$ cat src/rtl/hx711_tare_sequencer.sv
// HX711 sequencer: power-cycles the sensor, discards settling conversions, averages a tare
// offset and streams offset-corrected readings, with a retrying watchdog for a silent sensor.
module hx711_tare_sequencer #(
    parameter int unsigned PD_CYCLES      = 10_000,
    parameter int unsigned SETTLE_SAMPLES = 4,
    parameter int unsigned AVG_LOG2       = 4,
    parameter int unsigned TIMEOUT_CYCLES = 50_000_000,
    parameter int unsigned MAX_RETRIES    = 3
) (
    input  logic               clock,
    input  logic               reset,
    input  logic               sample_valid,
    input  logic signed [23:0] sample_data,
    input  logic               tare_req,
    output logic               drv_start,
    output logic               drv_powerdown,
    output logic signed [24:0] net_value,
    output logic               net_valid,
    output logic signed [23:0] offset,
    output logic               offset_valid,
    output logic               busy,
    output logic               fault,
    output logic [2:0]         state_code
);

    localparam int unsigned PD_W  = $clog2(PD_CYCLES + 1);
    localparam int unsigned SE_W  = $clog2(SETTLE_SAMPLES + 1);
    localparam int unsigned WD_W  = $clog2(TIMEOUT_CYCLES + 1);
    localparam int unsigned RT_W  = $clog2(MAX_RETRIES + 1);
    localparam int unsigned ACC_W = 24 + AVG_LOG2;

    localparam logic [PD_W-1:0] PD_LAST     = PD_W'(PD_CYCLES - 1);
    localparam logic [SE_W-1:0] SETTLE_LAST = SE_W'(SETTLE_SAMPLES - 1);
    localparam logic [WD_W-1:0] WD_LAST     = WD_W'(TIMEOUT_CYCLES - 1);
    localparam logic [RT_W-1:0] RT_LAST     = RT_W'(MAX_RETRIES - 1);

    typedef enum logic [2:0] {
        ST_PWRDN  = 3'd0,
        ST_SETTLE = 3'd1,
        ST_TARE   = 3'd2,
        ST_RUN    = 3'd3,
        ST_FAULT  = 3'd4
    } state_t;

    state_t                    state, next_state;
    logic [PD_W-1:0]           pd_count;
    logic [SE_W-1:0]           settle_count;
    logic [WD_W-1:0]           wd_count;
    logic [RT_W-1:0]           retry_count;
    logic [AVG_LOG2-1:0]       tare_count;
    logic signed [ACC_W-1:0]   acc;
    logic signed [ACC_W-1:0]   sample_ext;
    logic signed [ACC_W-1:0]   acc_sum;
    logic                      tare_pending;
    logic                      active;
    logic                      wd_expire;

    assign state_code = state;

    always_ff @(posedge clock or posedge reset) begin
        if (reset) state <= ST_PWRDN;
        else       state <= next_state;
    end

    always_comb begin
        next_state = state;
        active     = (state == ST_SETTLE) || (state == ST_TARE) || (state == ST_RUN);
        wd_expire  = active && !sample_valid && (wd_count == WD_LAST);
        sample_ext = {{AVG_LOG2{sample_data[23]}}, sample_data};
        acc_sum    = acc + sample_ext;
        case (state)
            ST_PWRDN:  if (drv_powerdown && pd_count == PD_LAST) next_state = ST_SETTLE;
            ST_SETTLE: if (sample_valid && settle_count == SETTLE_LAST)
                           next_state = (!offset_valid || tare_pending || tare_req) ? ST_TARE : ST_RUN;
            ST_TARE:   if (!tare_req && sample_valid && tare_count == '1) next_state = ST_RUN;
            ST_RUN:    if (tare_req) next_state = ST_TARE;
            ST_FAULT:  next_state = ST_FAULT;
            default:   next_state = ST_PWRDN;
        endcase
        if (wd_expire) next_state = (retry_count < RT_LAST) ? ST_PWRDN : ST_FAULT;
    end

    always_ff @(posedge clock or posedge reset) begin
        if (reset) begin
            drv_start     <= 1'b0;
            drv_powerdown <= 1'b0;
            busy          <= 1'b0;
            fault         <= 1'b0;
            net_value     <= '0;
            net_valid     <= 1'b0;
            offset        <= '0;
            offset_valid  <= 1'b0;
            pd_count      <= '0;
            settle_count  <= '0;
            wd_count      <= '0;
            retry_count   <= '0;
            tare_count    <= '0;
            acc           <= '0;
            tare_pending  <= 1'b0;
        end else begin
            drv_powerdown <= (next_state == ST_PWRDN) || (next_state == ST_FAULT);
            drv_start     <= (next_state == ST_SETTLE) || (next_state == ST_TARE) || (next_state == ST_RUN);
            busy          <= (next_state != ST_RUN);
            fault         <= (next_state == ST_FAULT);
            net_valid     <= 1'b0;

            // Power-down time is counted only while the registered pin is already high,
            // so the pulse is PD_CYCLES long both after reset and on a retry.
            if (state == ST_PWRDN && drv_powerdown) pd_count <= pd_count + 1'b1;
            else                                    pd_count <= '0;

            if (!active || next_state != state || sample_valid) wd_count <= '0;
            else                                                wd_count <= wd_count + 1'b1;

            if (wd_expire)                  retry_count <= retry_count + 1'b1;
            else if (active && sample_valid) retry_count <= '0;

            if (state != ST_SETTLE)
                settle_count <= '0;
            else if (sample_valid)
                settle_count <= (settle_count == SETTLE_LAST) ? '0 : settle_count + 1'b1;

            if (tare_req && (state == ST_PWRDN || state == ST_SETTLE)) tare_pending <= 1'b1;

            if (state != ST_TARE || tare_req) begin
                acc        <= '0;
                tare_count <= '0;
            end else if (sample_valid) begin
                if (tare_count == '1) begin
                    offset       <= 24'(acc_sum >>> AVG_LOG2);
                    offset_valid <= 1'b1;
                    tare_pending <= 1'b0;
                    acc          <= '0;
                    tare_count   <= '0;
                end else begin
                    acc        <= acc_sum;
                    tare_count <= tare_count + 1'b1;
                end
            end

            if (state == ST_RUN && sample_valid) begin
                net_value <= {sample_data[23], sample_data} - {offset[23], offset};
                net_valid <= 1'b1;
            end
        end
    end

endmodule

$ cat config.mk
export PLATFORM = sky130hd
export DESIGN_NAME = hx711_tare_sequencer
export DESIGN_NICKNAME = d
export VERILOG_FILES = /design/src/rtl/hx711_tare_sequencer.sv
export SDC_FILE = /design/constraint.sdc
export NUM_CORES = 1
export LEC_CHECK = 0
export ABC_AREA = 1
export BUFFER_PORTS_ARGS = -buffer_cell sky130_fd_sc_hd__buf_2
export CAP_MARGIN = 20
export CORE_MARGIN = 10
export CORE_UTILIZATION = 51
export CTS_CLUSTER_DIAMETER = 80
export DETAILED_ROUTE_END_ITERATION = 8
export PLACE_DENSITY_LB_ADDON = 0.25
export REMOVE_ABC_BUFFERS = 1
export SKIP_CTS_REPAIR_TIMING = 1
export SLEW_MARGIN = 25
export SYNTH_ARGS = -nofsm -noshare
export SYNTH_HDL_FRONTEND = slang
export SYNTH_SLANG_ARGS = --single-unit
export TNS_END_PERCENT = 50
$ cat constraint.sdc
create_clock -name clock -period 6.11 [get_ports clock]
set_clock_uncertainty 0.1 [all_clocks]
set_input_delay 1.222 -clock clock [delete_from_list [all_inputs] [get_ports clock]]
set_output_delay 1.222 -clock clock [all_outputs]
set_load 0.1 [all_outputs]
# ---- After elaboration in Yosys (flattened, before gate mapping)
# Index checks and enable logic that the tools add are counted.
dict set report classes {
  add_sub_neg 7
  magnitude_cmp 1
  eq_ne 16
  n_mux 26
  n_bitwise 1
  reduce_logical 31
}
# cell count
set ops {}
lappend ops {{28-bit two-way mux} 3}
lappend ops {{28-bit by 24-bit adder with 28-bit output} 1}
lappend ops {{3-bit two-way mux} 9}
lappend ops {{26-bit by 1-bit adder with 26-bit output, second input constant} 1}
lappend ops {{26-bit equality test, second input constant} 1}
lappend ops {{26-bit two-way mux} 1}
lappend ops {{24-bit by 24-bit subtractor with 25-bit output} 1}
lappend ops {{3-bit by 2-bit equality test with 1-bit output, second input constant} 5}
lappend ops {{3-bit one-hot mux with 5 select lines} 1}
lappend ops {{14-bit by 1-bit adder with 14-bit output, second input constant} 1}
lappend ops {{14-bit equality test, second input constant} 1}
lappend ops {{14-bit two-way mux} 1}
lappend ops {{4-bit two-way mux} 3}
lappend ops {{1-bit logical OR} 11}
lappend ops {{1-bit logical AND} 10}
lappend ops {{3-bit by 1-bit equality test with 1-bit output, second input constant} 2}
lappend ops {{3-bit equality test, second input constant} 2}
lappend ops {{3-bit zero test} 2}
lappend ops {{1-bit two-way mux} 6}
lappend ops {{3-bit by 2-bit inequality test with 1-bit output, second input constant} 2}
lappend ops {{2-bit nonzero test} 3}
lappend ops {{4-bit by 1-bit adder with 4-bit output, second input constant} 1}
lappend ops {{4-bit equality test, second input constant} 1}
lappend ops {{1-bit zero test} 4}
lappend ops {{8 further kinds} 9}
dict set report word_totals {
  ff_bits 136
  inputBits 28
  output_inout_bits 58
  wordCells 98
}

# ---- Depth between registers and ports, before layout
# Gate-level depths: netlist of the first run.
dict set report depth {
  ltp_word 11
  mapped_depth 14
  depth_no_buf 14
}

# ---- Worst setup path after synthesis of the first run
# OpenSTA, ideal clock, no wires.
dict set report synth_path {
  path_kind {input to register}
  from {input port sample_data[0]}
  to {register offset[8]}
  setup_ns 0.130
  arrival_time_ns 2.618
  required_ns 5.880
  slack_ns 3.262
  cell_stages 13
  n_path_buf 0
  cell_sequence {ha_1 inv_1 fa_1 inv_1 nand3_1 nand3_1 nand2_1 nand3_1 nand2_1 nand2_1 nand2_1 nand3_1 o21ai_0}
}
dict set report synth_via {
  elab_chain_cells 1
}
# item line
set synth_lines {}
lappend synth_lines {{from (decl)} 13} ;# input logic signed [23:0] sample_data,
lappend synth_lines {{28-bit by 24-bit adder with 28-bit output} 70} ;# acc_sum = acc + sample_ext;
lappend synth_lines {{to (signal assigned)} 130} ;# offset <= 24'(acc_sum >>> AVG_LOG2);
lappend synth_lines {{to (decl)} 19} ;# output logic signed [23:0] offset,
# No other way between the ends.
# A chain may end at the register's enable or synchronous reset.

# ---- Worst setup path in the final report of the first run
dict set report layout_path {
  from {input port tare_req}
  to {register wd_count[4]}
}
dict set report layout_via {
  elab_chain_cells 10
  elab_cells_between_ends 14
  classes_between {eq/ne (1); mux (7); reduce/logical (6)}
}
# item line
set layout_lines {}
lappend layout_lines {{from (decl)} 14} ;# input logic tare_req,
lappend layout_lines {{1-bit zero test} 75} ;# ST_TARE: if (!tare_req && sample_valid && tare_count == '1) next_state = ST_RUN;
lappend layout_lines {{1-bit logical AND (2 in series)} 75}
lappend layout_lines {{3-bit two-way mux} 75}
lappend layout_lines {{3-bit one-hot mux with 5 select lines *} 71} ;# case (state)
lappend layout_lines {{3-bit two-way mux *} 80} ;# if (wd_expire) next_state = (retry_count < RT_LAST) ? ST_PWRDN : ST_FAULT;
lappend layout_lines {{3-bit inequality test *} 112} ;# if (!active || next_state != state || sample_valid) wd_count <= '0;
lappend layout_lines {{1-bit logical OR * (2 in series)} 112}
lappend layout_lines {{26-bit two-way mux *} 112}
lappend layout_lines {{to (signal assigned)} 113} ;# else wd_count <= wd_count + 1'b1;
lappend layout_lines {{to (decl)} 48} ;# logic [WD_W-1:0] wd_count;
# Every way passes the cells marked *; elsewhere a longest branch is shown, timed or not.

==> impl_metrics.tcl, run 1 <==
set metrics [dict create \
    num-fill-cells 1925 \
    crit_path_start "tare_req" \
    grt_usage 0.210 \
    crit_top_cell "nor2_1" \
    cts.sinks 136 \
    fin_crit_ns 3.18 \
    layout-drive-gt1-share 0.110 \
    synth.top_cell.area_share 0.342 \
    area_growth_pct 12.7 \
    p_total_mw 2.21 \
    peakVddDrop_mv 0.201 \
    stdcell_area_mm2 0.0112 \
    grt_first_pass_wirelength_um 44000 \
    worstSetupEndpointType "flip-flop" \
    via_per_inst 5.02 \
    cp-endpoint "wd_count[4]" \
    route.detailed.drc 0 \
    floorplan.initialDensity 0.514 \
    netlist_area_mm2 0.00994 \
    setup_viol 0 \
    required_ns 6.34 \
    yosys-top-cells-count "535 x nand2_1, 237 x inv_1, 136 x dfrtp_1" \
    grt_pass1_vias 8893 \
    ff2ff_setup_slack_ns 3.28 \
    grt_antenna_before_repair 0 \
    synth_top_flop_cell "dfrtp_1" \
    die_w_um 160 \
    dr.pass1.iters 6 \
    power_leakage_nw 6.09 \
    ys_seq_elements 136 \
    hp-class "reg -> reg" \
    async_flop_share 1.00 \
    routed_wl_um 26600 \
    num_io_pins 86 \
    crit-reg2reg-launch "tare_count[0]" \
    fp-row-count 51 \
    dp.final_hpwl_um 21000 \
    netlist_instances 1476 \
    synth_top_cell_by_area "dfrtp_1" \
    worst_pin_slew_ns 0.906 \
    cts_max_level 4 \
    fp.coreArea_mm2 0.0193 \
    die_y_um 160 \
    start_kind "input port" \
    dieArea_mm2 0.0255 \
    yosysMostFrequentCell "nand2_1" \
    cp.depth 10 \
    slew_viol_final 0 \
    path_buf_inv 1 \
    synth_area_leaders "dfrtp_1 34%, nand2_1 20%, inv_1 9.0%" \
    cpMaxStageDelayCell "nor2_4" \
    cts_buffers 17 \
    relSlewSlack 0.396 \
    powerDensity_mw_per_mm2 197 \
    yosysUniqueCellTypes 40 \
    path_cells "buf_2, nor2_1, nand3_2, nor2_4, nor2_1, nand3_2, nand2_2, nand2_2, nand3_4, nor2_1" \
    placed_area_mm2 0.0106 \
    ant_nets 0 \
    tns_ns 0 \
    io_buffers 85 \
    ys_warn_count 0 \
    first_iter_violations 699 \
    fmax_mhz 314 \
    ys_seq_area_frac 0.342 \
    finalHoldViolCount 0 \
    drt-wirelength-per-cell_um 14.4 \
    nNetsFinal 1650 \
    synth_edf_count 0 \
    grt_max_degree 103 \
    slowest_delay_ns 0.68 \
    post-route-period-util 0.521 \
    reg2reg_depth 9 \
    cts-root-buf "clkbuf_16" \
    clock_latency_ns 0.43 \
    vias 9247 \
    globalplace.congestion 1.01 \
    cp.arrival_ns 3.42 \
    drv_cap 0 \
    path_delay_family "simple AND/OR/NAND/NOR gates" \
    clk_path_buf_depth 2 \
    worstPathMaxFanout 36 \
    worst_hold_slack_ns 0.358 \
    critical_path_class "in -> reg" \
    grt-ovfl-total 0 \
    status "finished, final reports clean" \
    rr_endpoint "wd_count[4]" \
    clkTransAtPathRegs_ns 0.06 \
    antennaDiodeCount 0 \
    syn_avg_cell_area_um2 6.73 \
    cts_tree "done" \
    rsz0062_at_grt "no" \
]
worst reg2reg max path, stage by stage (launching register included):
cell and delay (ns):
dfrtp_1 0.40, ha_1 0.21, nand3_1 0.15, nor2_4 0.72, nor2_1 0.11, nand3_2 0.10, nand2_2 0.06, nand2_2 0.08
nand3_4 0.50, nor2_1 0.31
layer usage:
layer | global-route usage | wire length (um) | vias up
met4 | 0.0653 | 548 | 0
met5 | 0 | 0 | -
li1 | - | - | 4778
met2 | 0.325 | 11600 | 255
met3 | 0.0509 | 1960 | 41
met1 | 0.283 | 12500 | 4173
cell families after synthesis:
kind of cell,count (synthesis),share of synthesized area
AO/OA/AOI/OAI,92,0.0509
XOR/XNOR,43,0.0379
adder cells (fa/ha/maj),57,0.0733
buffers and inverters,262,0.103
flip-flops,136,0.342
multiplexers,1,0.00101
AND/OR/NAND/NOR,885,0.391
metrics by stage:
step           setup slack (ns)   util  std cells
4_1_cts                    2.90  0.579       1843
5_1_grt                    2.74  0.579       1843
6_report                   2.93  0.579       1843
3_3_place_gp               2.56  0.549       1811
3_5_place_dp               2.53  0.549       1811
2_1_floorplan              1.15      -       1459
how the worst min path moves through the flow:
| stage | slack, ns | cells after the start | startpoint | to |
|---|---|---|---|---|
| final | 0.36 | 1 | pd_count[0] | pd_count[0] |
| after global routing | 0.39 | 1 | pd_count[0] | pd_count[0] |
| after CTS | 0.36 | 1 | pd_count[0] | pd_count[0] |
| after detailed placement | 0.35 | 1 | pd_count[0] | pd_count[0] |
| after global placement | 0.35 | 1 | pd_count[0] | pd_count[0] |
| after floorplan | 0.33 | 1 | pd_count[0] | pd_count[0] |
cells in the final DEF (no fill, tap or decap), types with 2 or more instances in the layout:
| master | Yosys | routed |
|---|---|---|
| inv_1 | 237 | 236 |
| xnor2_1 | 23 | 23 |
| nand2_1 | 535 | 535 |
| inv_2 | 7 | 7 |
| inv_6 | 0 | 5 |
| nand2_2 | 4 | 4 |
| xor2_1 | 20 | 20 |
| o31ai_1 | 2 | 2 |
| o21bai_1 | 5 | 5 |
| clkinvlp_4 | 0 | 2 |
| a22o_1 | 2 | 2 |
| and2_1 | 7 | 7 |
| nand3_2 | 5 | 5 |
| nor3_1 | 19 | 19 |
| nand3b_1 | 14 | 14 |
| buf_2 | 5 | 85 |
| dfrtp_1 | 136 | 136 |
| nor2_2 | 8 | 9 |
| nand3_1 | 112 | 112 |
| nand4_1 | 26 | 26 |
| clkbuf_1 | 9 | 3 |
| o21ai_0 | 33 | 33 |
| and3_1 | 3 | 3 |
| ha_1 | 55 | 55 |
| o21a_1 | 2 | 2 |
| clkinv_4 | 0 | 2 |
| nor2_4 | 22 | 22 |
| a21oi_1 | 37 | 37 |
| buf_4 | 1 | 2 |
| nor2_1 | 122 | 121 |
| fa_1 | 2 | 2 |
| clkbuf_16 | 0 | 17 |
| bufinv_16 | 0 | 2 |
| o21ai_1 | 6 | 6 |
| or2_2 | 6 | 6 |
registers in the layout (all words and copies together), names as in the netlist, 2 cells and up:
name / flops
acc: 28
wd_count: 26
net_value: 25
offset: 24
pd_count: 14
tare_count: 4
settle_count: 3
state_code: 3
retry_count: 2
power by group:
part,internal (mW),leakage [nW],switching (mW)
Combinational,0.0587,4.03,0.189
Sequential,0.910,1.78,0.00486
Clock,0.621,0.281,0.423
layout make-up:
class | count | area, um2 | area share
clock buffers | 21 | 450 | 0.0402
clock inverters | 11 | 139 | 0.0124
inverters | 245 | 925 | 0.0825
multi-input cells | 1078 | 5510 | 0.492
flip-flops and latches | 136 | 3400 | 0.304
well taps | 265 | 332 | 0.0296
repair buffers | 87 | 440 | 0.0393
Note: power is estimated with default switching activity, not from simulation.
==> inputs of run 2 (changes only) <==
Settings changed: ABC_AREA 1 to 0.
Clock period 6.11 ns to 2.9 ns, I/O delays scaled along.
==> run 2 against run 1 <==
Power grew 120%. Worst setup slack lost 3.0 ns. Critical endpoint is now acc[24]. Largest cell class unchanged. Final cell count decreased by 30%. Critical path type is now reg -> reg. Synthesized cell count down 41%. The run now ends with negative setup slack left. Via count shrank 26%.
==> impl_metrics.tcl, run 2 <==
set metrics [dict create \
    status "finished, violations left" \
    violations "negative setup slack" \
    fin_util 0.654 \
    clock_latency_ns 0.43 \
    power_leakage_nw 5.04 \
    layout_commonest_cell "dfrtp_1" \
    ys_seq_area_frac 0.417 \
    synth_top_flop_cell "dfrtp_1" \
    grt-ovfl-total 0 \
    placed_area_mm2 0.00948 \
    drt-wirelength-per-cell_um 15.6 \
    cts_buffers 17 \
    dieArea_mm2 0.0214 \
    grt_antenna_before_repair 0 \
    area_growth_pct 26.6 \
    relSlewSlack 0.620 \
    p_total_mw 4.82 \
    vias 6833 \
    fp.coreArea_mm2 0.0158 \
    worst_slack_ns -0.0522 \
    cts.sinks 136 \
    cts-root-buf "clkbuf_16" \
    cts_tree "done" \
    tns_ns -0.0907 \
    nNetsFinal 1139 \
    ys_warn_count 0 \
    drv_cap 0 \
    worstPathMaxFanout 3 \
    cp.arrival_ns 3.15 \
    route.detailed.drc 0 \
    finalHoldViolCount 0 \
    fp-row-count 46 \
    top_register "acc" \
    via_per_inst 5.33 \
    layout-drive-gt1-share 0.283 \
    slew_viol_final 0 \
    grt_max_degree 63 \
    antennaDiodeCount 0 \
    synth_area_leaders "dfrtp_1 42%, ha_1 8.4%, xor2_1 4.5%" \
    synth.top_cell.area_share 0.417 \
    yosysMostFrequentCell "dfrtp_1" \
    num_io_pins 86 \
    dp.final_hpwl_um 14800 \
    layout_common_cells "136 x dfrtp_1, 100 x buf_4, 97 x nand2_1" \
    powerDensity_mw_per_mm2 467 \
    grt_usage 0.186 \
    yosysUniqueCellTypes 72 \
    synth_edf_count 0 \
    dr.pass1.iters 5 \
    fin_crit_ns 2.95 \
    ys_seq_elements 136 \
    die_y_um 146 \
    fmax_mhz 339 \
    cts_max_level 4 \
    reg.largest.list "acc (28), wd_count (26), net_value (25)" \
    peakVddDrop_mv 0.430 \
    setup_viol 2 \
    netlist_instances 871 \
    io_buffers 85 \
    critical_path_class "reg -> reg" \
    stdcell_area_mm2 0.0103 \
    hp-class "in -> async" \
    clk_path_buf_depth 2 \
    globalplace.congestion 0.923 \
    first_iter_violations 297 \
    post-route-period-util 1.02 \
    num-fill-cells 1344 \
    ant_nets 0 \
    async_flop_share 1.00 \
    largest_reg_flops 28 \
    routed_wl_um 20000 \
    grt_first_pass_wirelength_um 33400 \
    synth_top_cell_by_area "dfrtp_1" \
    yosys-top-cells-count "136 x dfrtp_1, 97 x nand2_1, 66 x nor2_1, 66 x o21ai_0, 55 x ha_1" \
    grt_pass1_vias 6952 \
    worst_pin_slew_ns 0.570 \
    clkTransAtPathRegs_ns 0.06 \
    netlist_area_mm2 0.00815 \
    worstSetupEndpointType "flip-flop" \
    start_kind "flip-flop" \
    die_w_um 146 \
    floorplan.initialDensity 0.517 \
    rsz0062_at_grt "yes" \
    required_ns 3.10 \
    syn_avg_cell_area_um2 9.36 \
]
run 2: changes by cell type in the layout (fill, tap and decap cells not counted), moves of 18 or more:
cell / delta
nand3_1: -82
buf_4: +98
nand2_1: -438
nor2_4: -21
inv_1: -186
o21ai_0: +24
a22o_1: +18
xor2_1: +22
nor2_1: -57
run 2: logic make-up after synthesis:
logic type               count (synthesis)  synth area share
flip-flops                             136             0.417
XOR/XNOR                                79            0.0849
AO/OA/AOI/OAI                          210             0.167
buffers and inverters                   75            0.0394
multiplexers                            16            0.0215
AND/OR/NAND/NOR                        298             0.180
adder cells (fa/ha/maj)                 57            0.0893
run 2: final timing paths:
path | start | to | slack [ns] | cells after the start
max in group asynchronous | reset | pd_count[4] | 1.86 | 3
worst max-delay path | acc[0] | acc[24] | -0.05 | 12
worst max register to register | acc[0] | acc[24] | -0.05 | 12
worst min register to register | net_value[5] | net_value[5] | 0.36 | 2
worst min-delay path | reset | offset[0] | 0.13 | 2
min in group clock | tare_req | tare_pending | 0.35 | 3
run 2: area by class of cell:
| type | count | area, um2 | share of cell area |
|---|---|---|---|
| Timing Repair Buffer | 187 | 1210 | 0.117 |
| Clock inverter | 7 | 113 | 0.0109 |
| Multi-Input combinational cell | 660 | 4610 | 0.447 |
| Clock buffer | 25 | 515 | 0.0500 |
| Tap cell | 216 | 270 | 0.0262 |
| Sequential cell | 136 | 3400 | 0.330 |
| Inverter | 52 | 200 | 0.0194 |
run 2: worst max-delay path, stage by stage (launching register included):
cell and delay, ns:
dfrtp_1 0.38, ha_2 0.20, inv_2 0.06, fa_2 0.23
nor2b_2 0.07, o31ai_4 0.24, a32oi_2 0.15, a221o_1 0.37
a21o_1 0.21, a41oi_2 0.22, mux2_4 0.36, xnor2_4 0.17
o21ai_1 0.07
run 2: power breakdown:
part	internal, mW	total [mW]	switching [mW]
Clock	1.49	2.30	0.813
Sequential	1.91	1.92	0.0100
Combinational	0.223	0.595	0.372
Total	3.62	4.82	1.20
run 2: per-stage QoR:
| step | setup WS (ns) | instances | hold WS [ns] |
|---|---|---|---|
| after floorplan | -1.42 | 848 | 0.333 |
| after global placement | -0.433 | 1246 | 0.346 |
| after detailed placement | -0.481 | 1246 | 0.351 |
| after CTS | -0.147 | 1278 | 0.145 |
| after global routing | -0.156 | 1283 | 0.171 |
| final | -0.0522 | 1283 | 0.127 |
run 2: per-layer routing:
| layer | up-vias | GRT usage | wire [um] |
|---|---|---|---|
| li1 | 3429 | - | - |
| met1 | 3243 | 0.228 | 8840 |
| met2 | 122 | 0.302 | 9560 |
| met3 | 39 | 0.0414 | 944 |
| met4 | 0 | 0.0976 | 642 |
| met5 | - | 0 | 0 |
==> inputs of run 3 (changes only) <==
Settings changed: BUFFER_PORTS_ARGS -buffer_cell sky130_fd_sc_hd__buf_2 to unset, DONT_BUFFER_PORTS set to 1, SETUP_SLACK_MARGIN set to 0.5.
==> run 3 against run 2 <==
The flow still finishes with violations (negative setup slack). Sequential cell count is the same. Sequential power is essentially flat. Count of clock-buffer cells in the layout shrank 2. Global-route usage shrank 0.15 points. Core utilization shrank 0.14 points. Die area is the same. Final cell count shrank 6.4%. Via count shrank 3.4%. Critical path depth is the same. Critical path type unchanged. Largest cell class unchanged.
==> impl_metrics.tcl, run 3 (synthesis results as in run 2) <==
set metrics [dict create \
    via_per_inst 5.49 \
    top_register "acc" \
    ff2ff_setup_slack_ns -0.05 \
    required_ns 3.10 \
    grt_usage 0.185 \
    stdcell_area_mm2 0.0103 \
    fp-row-count 46 \
    worstPathMaxFanout 2 \
    reg2reg_depth 12 \
    cp.arrival_ns 3.15 \
    first_iter_violations 350 \
    cts-root-buf "clkbuf_16" \
    cts_tree "done" \
    routed_wl_um 20700 \
    grt_antenna_before_repair 0 \
    drt-wirelength-per-cell_um 17.2 \
    dieArea_mm2 0.0214 \
    dr.pass1.iters 5 \
    powerDensity_mw_per_mm2 449 \
    grt_max_degree 74 \
    route.detailed.drc 0 \
    relSlewSlack 0.392 \
    cts.sinks 136 \
    layout-drive-gt1-share 0.259 \
    clk_path_buf_depth 2 \
    die_y_um 146 \
    drv_cap 0 \
    power_leakage_nw 4.72 \
    hp-class "in -> async" \
    antennaDiodeCount 0 \
    grt-ovfl-total 0 \
    rsz0062_at_grt "yes" \
    reg.largest.list "acc (28), wd_count (26), net_value (25)" \
    dp.final_hpwl_um 14700 \
    violations "negative setup slack" \
    critical_path_class "reg -> reg" \
    layout_commonest_cell "dfrtp_1" \
    start_kind "flip-flop" \
    finalHoldViolCount 0 \
    grt_first_pass_wirelength_um 32800 \
    io_buffers 0 \
    vias 6598 \
    area_growth_pct 26.3 \
    cts_max_level 4 \
    num_io_pins 86 \
    fmax_mhz 339 \
    peakVddDrop_mv 0.419 \
    post-route-period-util 1.02 \
    fin_cells 1201 \
    clock_latency_ns 0.42 \
    crit-reg2reg-launch "acc[0]" \
    cts_buffers 17 \
    worst_pin_slew_ns 0.911 \
    clkTransAtPathRegs_ns 0.05 \
    rr_endpoint "offset[20]" \
    worstSetupEndpointType "flip-flop" \
    slew_viol_final 0 \
    fp.coreArea_mm2 0.0158 \
    fin_crit_ns 2.95 \
    globalplace.congestion 0.866 \
    placedCellCount 1156 \
    status "finished, violations left" \
    dpl_worst_slack_ns -0.420 \
    die_w_um 146 \
    grt_pass1_vias 6575 \
    ant_nets 0 \
    worst_slack_ns -0.0463 \
    largest_reg_flops 28 \
    layout_common_cells "135 x dfrtp_1, 104 x buf_4, 97 x nand2_1" \
    floorplan.initialDensity 0.517 \
    nNetsFinal 1062 \
    placed_area_mm2 0.00901 \
    setup_viol 2 \
]
-- run 3: changes by cell type in the layout (fill, tap and decap cells not counted), sizes merged --
cell / before / now
buf: 187 / 108
bufinv: 3 / 2
clkinv: 3 / 2
clkinvlp: 1 / 0
-- run 3: where the power goes --
group          switching (mW)  internal (mW)  total, mW
registers              0.0101           1.91       1.92
logic                   0.366          0.227      0.593
clock network           0.775           1.33       2.10
total                    1.15           3.47       4.62
-- run 3: through the flow --
step           TNS [ns]  hold slack (ns)   util  total power, mW
2_1_floorplan   -222.54            0.333      -             2.34
6_report        -0.0908          0.00936  0.653             4.62
3_5_place_dp      -6.55            0.357  0.572             2.48
3_3_place_gp      -4.30            0.353  0.572             2.47
5_1_grt          -0.798           0.0898  0.653             4.79
4_1_cts           -1.96           0.0598  0.607             4.59
-- run 3: area by class of cell --
type / instances / area, um2
inverters: 52 / 200
multi-input cells: 660 / 4970
flip-flops and latches: 136 / 3400
repair buffers: 110 / 893
well taps: 216 / 270
clock inverters: 4 / 70.1
clock buffers: 23 / 488
fillers: 1266 / 5470
-- run 3: how the worst max path moves through the flow --
stage,from,to,slack (ns)
detailed placement,sample_data[0],acc[24],-0.42
finish,acc[0],offset[20],-0.05
global route,acc[0],acc[24],-0.18
floorplan,reset,acc[0],-1.42
CTS,acc[0],acc[27],-0.23
global placement,sample_data[0],acc[24],-0.33
-- run 3: routing by layer --
metal  vias up  wire, um  track usage
met5         -         0            0
met4         0       403       0.0676
met3        31      1060       0.0485
met2       111     10400        0.307
met1      3180      8830        0.226
li1       3276         -            -
-- run 3: worst max-delay path, cell delays in order, from the launching register on --
cell and delay (ns):
dfrtp_1 0.38, ha_2 0.19, inv_2 0.06, fa_2 0.21
nor2b_2 0.07, o31ai_4 0.25, a32oi_2 0.16, a221o_1 0.37
a21o_1 0.21, a41oi_2 0.22, mux2_4 0.34, xnor2_2 0.18
o21ai_1 0.09
